[config.mk]
export PLATFORM = sky130hd
export DESIGN_NAME = pht_update_scheduler
export DESIGN_NICKNAME = d
export VERILOG_FILES = /design/src/rtl/pht_update_scheduler.sv
export SDC_FILE = /design/constraint.sdc
export NUM_CORES = 1
export LEC_CHECK = 0
export BUFFER_PORTS_ARGS = -buffer_cell sky130_fd_sc_hd__clkbuf_2
export CORE_MARGIN = 2
export CORE_UTILIZATION = 55
export CTS_CLUSTER_SIZE = 40
export DETAILED_ROUTE_END_ITERATION = 10
export HOLD_SLACK_MARGIN = 0.15
export PLACE_DENSITY = 0.78
export SLEW_MARGIN = 20
export SYNTH_ARGS = -nofsm -noshare
export SYNTH_HDL_FRONTEND = slang
export SYNTH_SLANG_ARGS = --single-unit
[constraint.sdc]
create_clock -name clk -period 4.6 [get_ports clk]
set_input_delay 0.46 -clock clk [delete_from_list [all_inputs] [get_ports clk]]
set_output_delay 0.46 -clock clk [all_outputs]
set_load 0.02 [all_outputs]
[src/rtl/pht_update_scheduler.sv]
// PHT update scheduler: queues 2-bit counter updates from resolved branches
// and drains them onto the single PHT write port, avoiding bank conflicts
// with fetch-side reads and forcing a drain when writes starve.
module pht_update_scheduler #(
  parameter int QUEUE_SIZE   = 32,
  parameter int ENQ_WIDTH    = 2,
  parameter int RD_WIDTH     = 2,
  parameter int INDEX_WIDTH  = 10,
  parameter int BANK_BITS    = 1,
  parameter int STARVE_LIMIT = 8
) (
  input  logic                                  clk,
  input  logic                                  rst_n,
  input  logic [ENQ_WIDTH-1:0]                  enq_valid,
  input  logic [ENQ_WIDTH-1:0][INDEX_WIDTH-1:0] enq_index,
  input  logic [ENQ_WIDTH-1:0][1:0]             enq_prev_value,
  input  logic [ENQ_WIDTH-1:0]                  enq_taken,
  output logic                                  enq_ready,
  output logic                                  dropped,
  input  logic [RD_WIDTH-1:0]                   rd_valid,
  input  logic [RD_WIDTH-1:0][INDEX_WIDTH-1:0]  rd_index,
  output logic                                  fetch_stall,
  output logic                                  wr_valid,
  output logic [INDEX_WIDTH-1:0]                wr_index,
  output logic [1:0]                            wr_value,
  output logic [$clog2(QUEUE_SIZE):0]           count
);

  localparam int PTR_W = $clog2(QUEUE_SIZE);
  localparam int CNT_W = PTR_W + 1;
  localparam int SW    = $clog2(STARVE_LIMIT) + 1;
  localparam logic [CNT_W:0] QSZ = (CNT_W+1)'(QUEUE_SIZE);
  localparam logic [CNT_W:0] EW  = (CNT_W+1)'(ENQ_WIDTH);
  localparam logic [SW-1:0]  STARVE_LAST = SW'(STARVE_LIMIT - 1);

  typedef enum logic {DRAIN = 1'b0, FORCE = 1'b1} state_t;

  // Saturating 2-bit counter step in the executed direction.
  function automatic logic [1:0] next_counter(input logic [1:0] prev, input logic taken);
    if (taken && prev != 2'd3)       return prev + 2'd1;
    else if (!taken && prev != 2'd0) return prev - 2'd1;
    else                             return prev;
  endfunction

  // Each entry holds {index, new counter value}.
  logic [INDEX_WIDTH+1:0] mem [QUEUE_SIZE];

  state_t           state, state_next;
  logic [PTR_W-1:0] head, tail;
  logic [SW-1:0]    starve, starve_next;
  logic             deq;
  logic             conflict;
  logic [INDEX_WIDTH-1:0] head_index;
  logic [1:0]             head_value;
  logic [ENQ_WIDTH-1:0]            lane_act;
  logic [ENQ_WIDTH-1:0][1:0]       lane_val;
  logic [ENQ_WIDTH-1:0][PTR_W-1:0] lane_ptr;
  logic [CNT_W-1:0] n_act, n_acc;
  logic             unused_rd_bits;

  assign unused_rd_bits = ^rd_index;
  assign {head_index, head_value} = mem[head];
  assign enq_ready   = ({1'b0, count} + EW) <= QSZ;
  assign fetch_stall = (state == FORCE);

  // Lane filtering: drop saturated no-ops and pack survivors in lane order.
  always_comb begin
    n_act    = '0;
    lane_act = '0;
    lane_val = '0;
    lane_ptr = '0;
    for (int i = 0; i < ENQ_WIDTH; i++) begin
      lane_val[i] = next_counter(enq_prev_value[i], enq_taken[i]);
      lane_act[i] = enq_valid[i] && (lane_val[i] != enq_prev_value[i]);
      lane_ptr[i] = tail + PTR_W'(n_act);
      if (lane_act[i]) n_act = n_act + CNT_W'(1);
    end
    n_acc = enq_ready ? n_act : '0;
  end

  // Bank conflict between the head entry and any fetch read this cycle.
  always_comb begin
    conflict = 1'b0;
    for (int i = 0; i < RD_WIDTH; i++)
      if (rd_valid[i] && rd_index[i][BANK_BITS-1:0] == head_index[BANK_BITS-1:0])
        conflict = 1'b1;
  end

  // Drain FSM: opportunistic drain, with a forced drain after sustained blocking.
  always_comb begin
    state_next  = state;
    starve_next = starve;
    deq         = 1'b0;
    unique case (state)
      DRAIN: begin
        if (count != '0) begin
          if (!conflict) begin
            deq         = 1'b1;
            starve_next = '0;
          end else begin
            starve_next = starve + SW'(1);
            if (starve_next == STARVE_LAST) state_next = FORCE;
          end
        end else begin
          starve_next = '0;
        end
      end
      FORCE: begin
        deq         = (count != '0);
        starve_next = '0;
        state_next  = DRAIN;
      end
      default: state_next = DRAIN;
    endcase
  end

  // Control state, pointers, occupancy and the registered write port.
  always_ff @(posedge clk) begin
    if (!rst_n) begin
      state    <= DRAIN;
      head     <= '0;
      tail     <= '0;
      count    <= '0;
      starve   <= '0;
      wr_valid <= 1'b0;
      wr_index <= '0;
      wr_value <= '0;
      dropped  <= 1'b0;
    end else begin
      state    <= state_next;
      starve   <= starve_next;
      tail     <= tail + PTR_W'(n_acc);
      head     <= head + PTR_W'(deq);
      count    <= count + n_acc - CNT_W'(deq);
      wr_valid <= deq;
      dropped  <= !enq_ready && (n_act != '0);
      if (deq) begin
        wr_index <= head_index;
        wr_value <= head_value;
      end
    end
  end

  // Queue storage: accepted lanes written at consecutive slots from tail.
  always_ff @(posedge clk) begin
    for (int i = 0; i < ENQ_WIDTH; i++)
      if (enq_ready && lane_act[i])
        mem[lane_ptr[i]] <= {enq_index[i], lane_val[i]};
  end

endmodule

* Word-level counts from Yosys, hierarchy flattened
Memories as Yosys holds them, arrays and structs flattened. A register that Yosys moved wholly into a read port is not among the register bits. Cells that the tools add are included.
Operators by class: add/sub/neg operators 12, $lt $le $gt $ge 1, eq/ne operators 7, multiplexer cells 24, bitwise gates (word level) 1, reduce and logical (&&, ||, !) cells 18
Operator list (count):
- 1-bit two-way mux | 12
- 6-bit two-way mux | 2
- 6-bit nonzero test | 2
- 1-bit logical AND | 11
- 5-bit adder | 2
- 2-bit two-way mux | 4
- 4-bit two-way mux | 2
- 4-bit case mux with 2 select lines | 1
- 6-bit by 2-bit adder with 7-bit output (second input constant) | 1
- 7-bit by 6-bit <= comparator with 1-bit output (second input constant) | 1
- 6-bit by 1-bit adder with 6-bit output (second input constant) | 1
- 6-bit adder | 1
- 6-bit by 1-bit subtractor with 6-bit output | 1
- 5-bit by 1-bit adder with 5-bit output | 1
- 5-bit two-way mux | 1
- 2-bit by 1-bit adder with 2-bit output (second input constant) | 2
- 4-bit by 1-bit adder with 4-bit output (second input constant) | 1
- 4-bit by 3-bit == test with 1-bit output (second input constant) | 1
- 2-bit != test | 2
- 2-bit != test (second input constant) | 2
- 1-bit case mux with 2 select lines | 2
- 2-bit nonzero test | 2
- 2-bit by 1-bit subtractor with 2-bit output (second input constant) | 2
- 1-bit logical NOT | 3
- other kinds (2) | 3
Storage, ports and cells: bits in registers 35, memory bits (writable) 384, bits of input ports 52, output and inout bits 22, word-level logic and storage cells 73, memories 1
Memory list:
- mem | words 32, width 12, read ports 1, clocked after Yosys merged registers in 1, wr ports 2, line 46 | logic [INDEX_WIDTH+1:0] mem [QUEUE_SIZE];

* Longest topological paths before layout
word-level depth 12, gate-level depth with buffers 19, depth with buffers taken out 17

* Worst setup path before layout
OpenSTA, ideal clock, no wires.
path type input-to-reg, start input enq_prev_value[0] (netlist name), end memory mem[23][0] (netlist name) (enable), library setup time 0.416 ns, arrival 3.180 ns, data required time 4.184 ns, slack 1.004 ns, stages on the path 11, path buffers 1, cell sequence ha_1 a21o_1 a21oi_1 ha_1 ha_1 and3b_1 a21oi_1 nor2b_1 nand2_1 buf_2 o21ai_0
RTL lines:
- start: declaration | line 16 | input logic [ENQ_WIDTH-1:0][1:0] enq_prev_value,
- end: declaration | line 46

==> impl_metrics.yaml <==
yosys:
  synth.mux.area_fraction_pct: 31.9
  yosys_warnings: 0
  synthAdderAreaFrac_pct: 1.72
  ys_seq_elements: 419
  synth_fp_nets: 1478
  synth_compound_area_share_pct: 3.31
  synth_top_cell_area_share_pct: 52.5
  yosys.area.top_type: "edfxtp_1"
  netlist-cell-type-count: 61
  synth_area_sq_mm: 0.0220
  synth_commonest_cells: "384 x edfxtp_1, 320 x mux2_2, 110 x mux4_2, 93 x mux2i_1, 89 x clkbuf_1"
  post_synth_inst_count: 1397
  synth_simple_gate_area_share_pct: 3.31
  synthXorXnorAreaFrac_pct: 0.558
  yosysMostFrequentCell: "edfxtp_1"
  synth_edf_count: 384
  ys.flop_type: "edfxtp_1"
  synth_top_family_by_area: "multiplexers"
  yosysSeqAreaShare_pct: 55.7
  syn_area_per_cell_sq_um: 15.7
  synth_async_sr_flop_share_pct: 0
  yosys-top-cells-area: "edfxtp_1 52%, mux2_2 16%, mux4_2 11%"
setup_path:
  reg2reg_setup_slack_ps: 770
  worst_setup_path_end_kind: "flop"
  path_max_fanout: 29
  path_class: "flop to flop"
  r2r_end: "count[4]"
  critPathLaunch: "head[1]"
  r2r-start: "head[1]"
  critical_path_arrival_ps: 4230
  cp.required_ps: 5000
  worstSetupStartpointType: "flop"
  reg2regPathDepth: 15
finish:
  design_area_sq_mm: 0.0242
  layout-drive-gt1-share_pct: 44.6
  final.fill_count: 2850
  finalNonFillerCells: 1988
  area_growth_pct: 10.2
  regArea_sq_mm: 0.0122
  nNetsFinal: 1513
  n_antenna_cell: 0
  multiInputGateArea_sq_mm: 0.00899
status:
  status: "finished clean"
drt:
  drc_errors: 0
  final_antenna_net_count: 0
  firstDrtPassIters: 5
  vias: 12900
  via_per_inst: 6.51
  routedWlPerCell_um: 27.8
  drtIter0Drc: 1460
  routed_wl_um: 55200
place:
  gp_congestion: 0.932
  placed_area_sq_mm: 0.0229
  port_buffers: 55
  dp_cells: 1912
  dp_hpwl_um: 34700
hold_path:
  worstHoldStart: "rst_n"
  whs_path_depth: 2
  whs_endpoint: "head[0]"
  hp-class: "input pin to flop"
pwr:
  peakVddDrop_mv: 0.226
  p_seq_share_pct: 41.3
  p_per_area_mw_per_mm2: 462
  internal_power_w: 0.00782
  p_leak_nw: 8.26
  p_switching_w: 0.00337
  total_power_w: 0.0112
  switching_share_pct: 30.1
  p_clk_share_pct: 30.1
  combPwrFrac_pct: 28.5
cts:
  clock_path_buffers: 3
  numClockSinks: 419
  clock_latency_ps: 550
  clk_pin_slew_ps: 60
  clockRootBuffer: "clkbuf_16"
  postCtsHoldBufs: 0
  cts_tree: "yes"
  cts_max_level: 2
  cts-resized-gates: 0
  numCtsBuffers: 43
  post_cts_buffers: 0
flow_run:
  drv_cap: 0
global_route:
  grt_pass1_vias: 13000
  track_usage_pct: 27.2
  overflow: 0
  antenna_found_initial: 1
  grt_pass1_wl_um: 82900
  grt_max_degree: 36
timing:
  setup_tns_ps: 0
  rsz0062_at_grt: "false"
  final-setup-viol-count: 0
  fin_skew_ps: 19.5
  min_period_ps: 3830
  hold_viol: 0
  drv_slew: 0
  worst_slew_pin_slew_ps: 1000
  relSlewSlack_pct: 33.2
  fmax_mhz: 261
  post-route-period-util_pct: 83.2
floorplanning:
  rows: 73
  fp.dieH_um: 204
  ios: 74
  core_sq_mm: 0.0395
  initial_core_util_pct: 55.6
  die_w_um: 204
  die_area_sq_mm: 0.0416
power groups by stage:
stage | Combinational, W | Clock [W] | Sequential (W)
6_report | 0.00319 | 0.00337 | 0.00462
5_1_grt | 0.00340 | 0.00355 | 0.00464
4_1_cts | 0.00318 | 0.00340 | 0.00462
3_5_place_dp | 0.00317 | 0 | 0.00470
3_3_place_gp | 0.00310 | 0 | 0.00468
2_1_floorplan | 0.00225 | 0 | 0.00469
cell usage in the layout, fill, tap and decap left out, drive strengths merged, types with 3 or more instances in the layout:
cell	Yosys	routed
o22ai	7	7
a311oi	3	3
a31oi	14	14
clkinv	3	16
nor2	28	28
mux4	110	110
nand2	34	34
ha	27	27
xor2	3	3
a211oi	13	13
o21ai	20	20
or3	6	6
and2	18	18
nor2b	9	9
o21bai	11	11
mux2i	93	93
a22oi	5	5
nor3	12	12
a21oi	14	14
inv	21	21
edfxtp	384	384
and3	4	4
nand3	12	12
mux2	320	320
nand2b	5	5
clkbuf	89	116
xnor2	11	11
buf	59	83
dfxtp	35	35
through the flow:
stage	hold slack [ps]	util, %	worst slack, ps
after floorplan	453	-	1000
after global placement	468	57.9	692
after detailed placement	493	57.9	536
after CTS	236	61.2	758
after global routing	279	61.2	554
final	256	61.2	771
state kept, by name (all words and copies together) (netlist names):
signal and flops:
tail 5, mem 384, dropped 1, count 6, wr_index 10, wr_valid 1
fetch_stall 1, wr_value 2, starve 4, head 5
layout make-up:
cell class | instances | area share, %
sequential | 419 | 50.5
timing repair buffer | 138 | 3.76
tap | 525 | 2.71
inverter | 24 | 0.372
clock inverter | 15 | 0.480
multi-input combinational | 806 | 37.1
clock buffer | 61 | 5.02
worst max-delay path, stage by stage, from the launching register on:
cell	delay [ps]
dfxtp_4	700
mux2i_1	500
a311oi_2	190
a31o_2	310
nor3_1	140
o21ai_1	110
and3_4	190
ha_1	270
inv_1	40
ha_1	200
fa_1	460
a21oi_1	170
nor2_1	50
nor2_1	110
xor2_1	160
nor2_1	60
how the worst max path moves through the flow:
stage             endpoint  slack, ps  cells past startpoint
2_1_floorplan   mem[23][0]       1000                     11
3_3_place_gp   mem[15][10]        690                     12
3_5_place_dp   mem[15][10]        540                     12
4_1_cts           count[4]        760                     16
5_1_grt           count[4]        550                     16
6_report          count[4]        770                     15
layer usage:
metal | part of all wire, % | up-vias | global-route usage (%)
li1 | - | 5550 | -
met2 | 47 | 676 | 42.4
met1 | 40 | 6632 | 38.5
met3 | 10 | 82 | 5.47
met5 | 0 | - | 0
met4 | 3.1 | 0 | 9.18
cells by family after synthesis:
group / Yosys count
flops: 419
fa+ha+maj: 29
xor+xnor: 14
simple gates: 138
mux: 523
buf+inv: 172
compound gates: 102
Note: power is estimated with default switching activity, not from simulation.
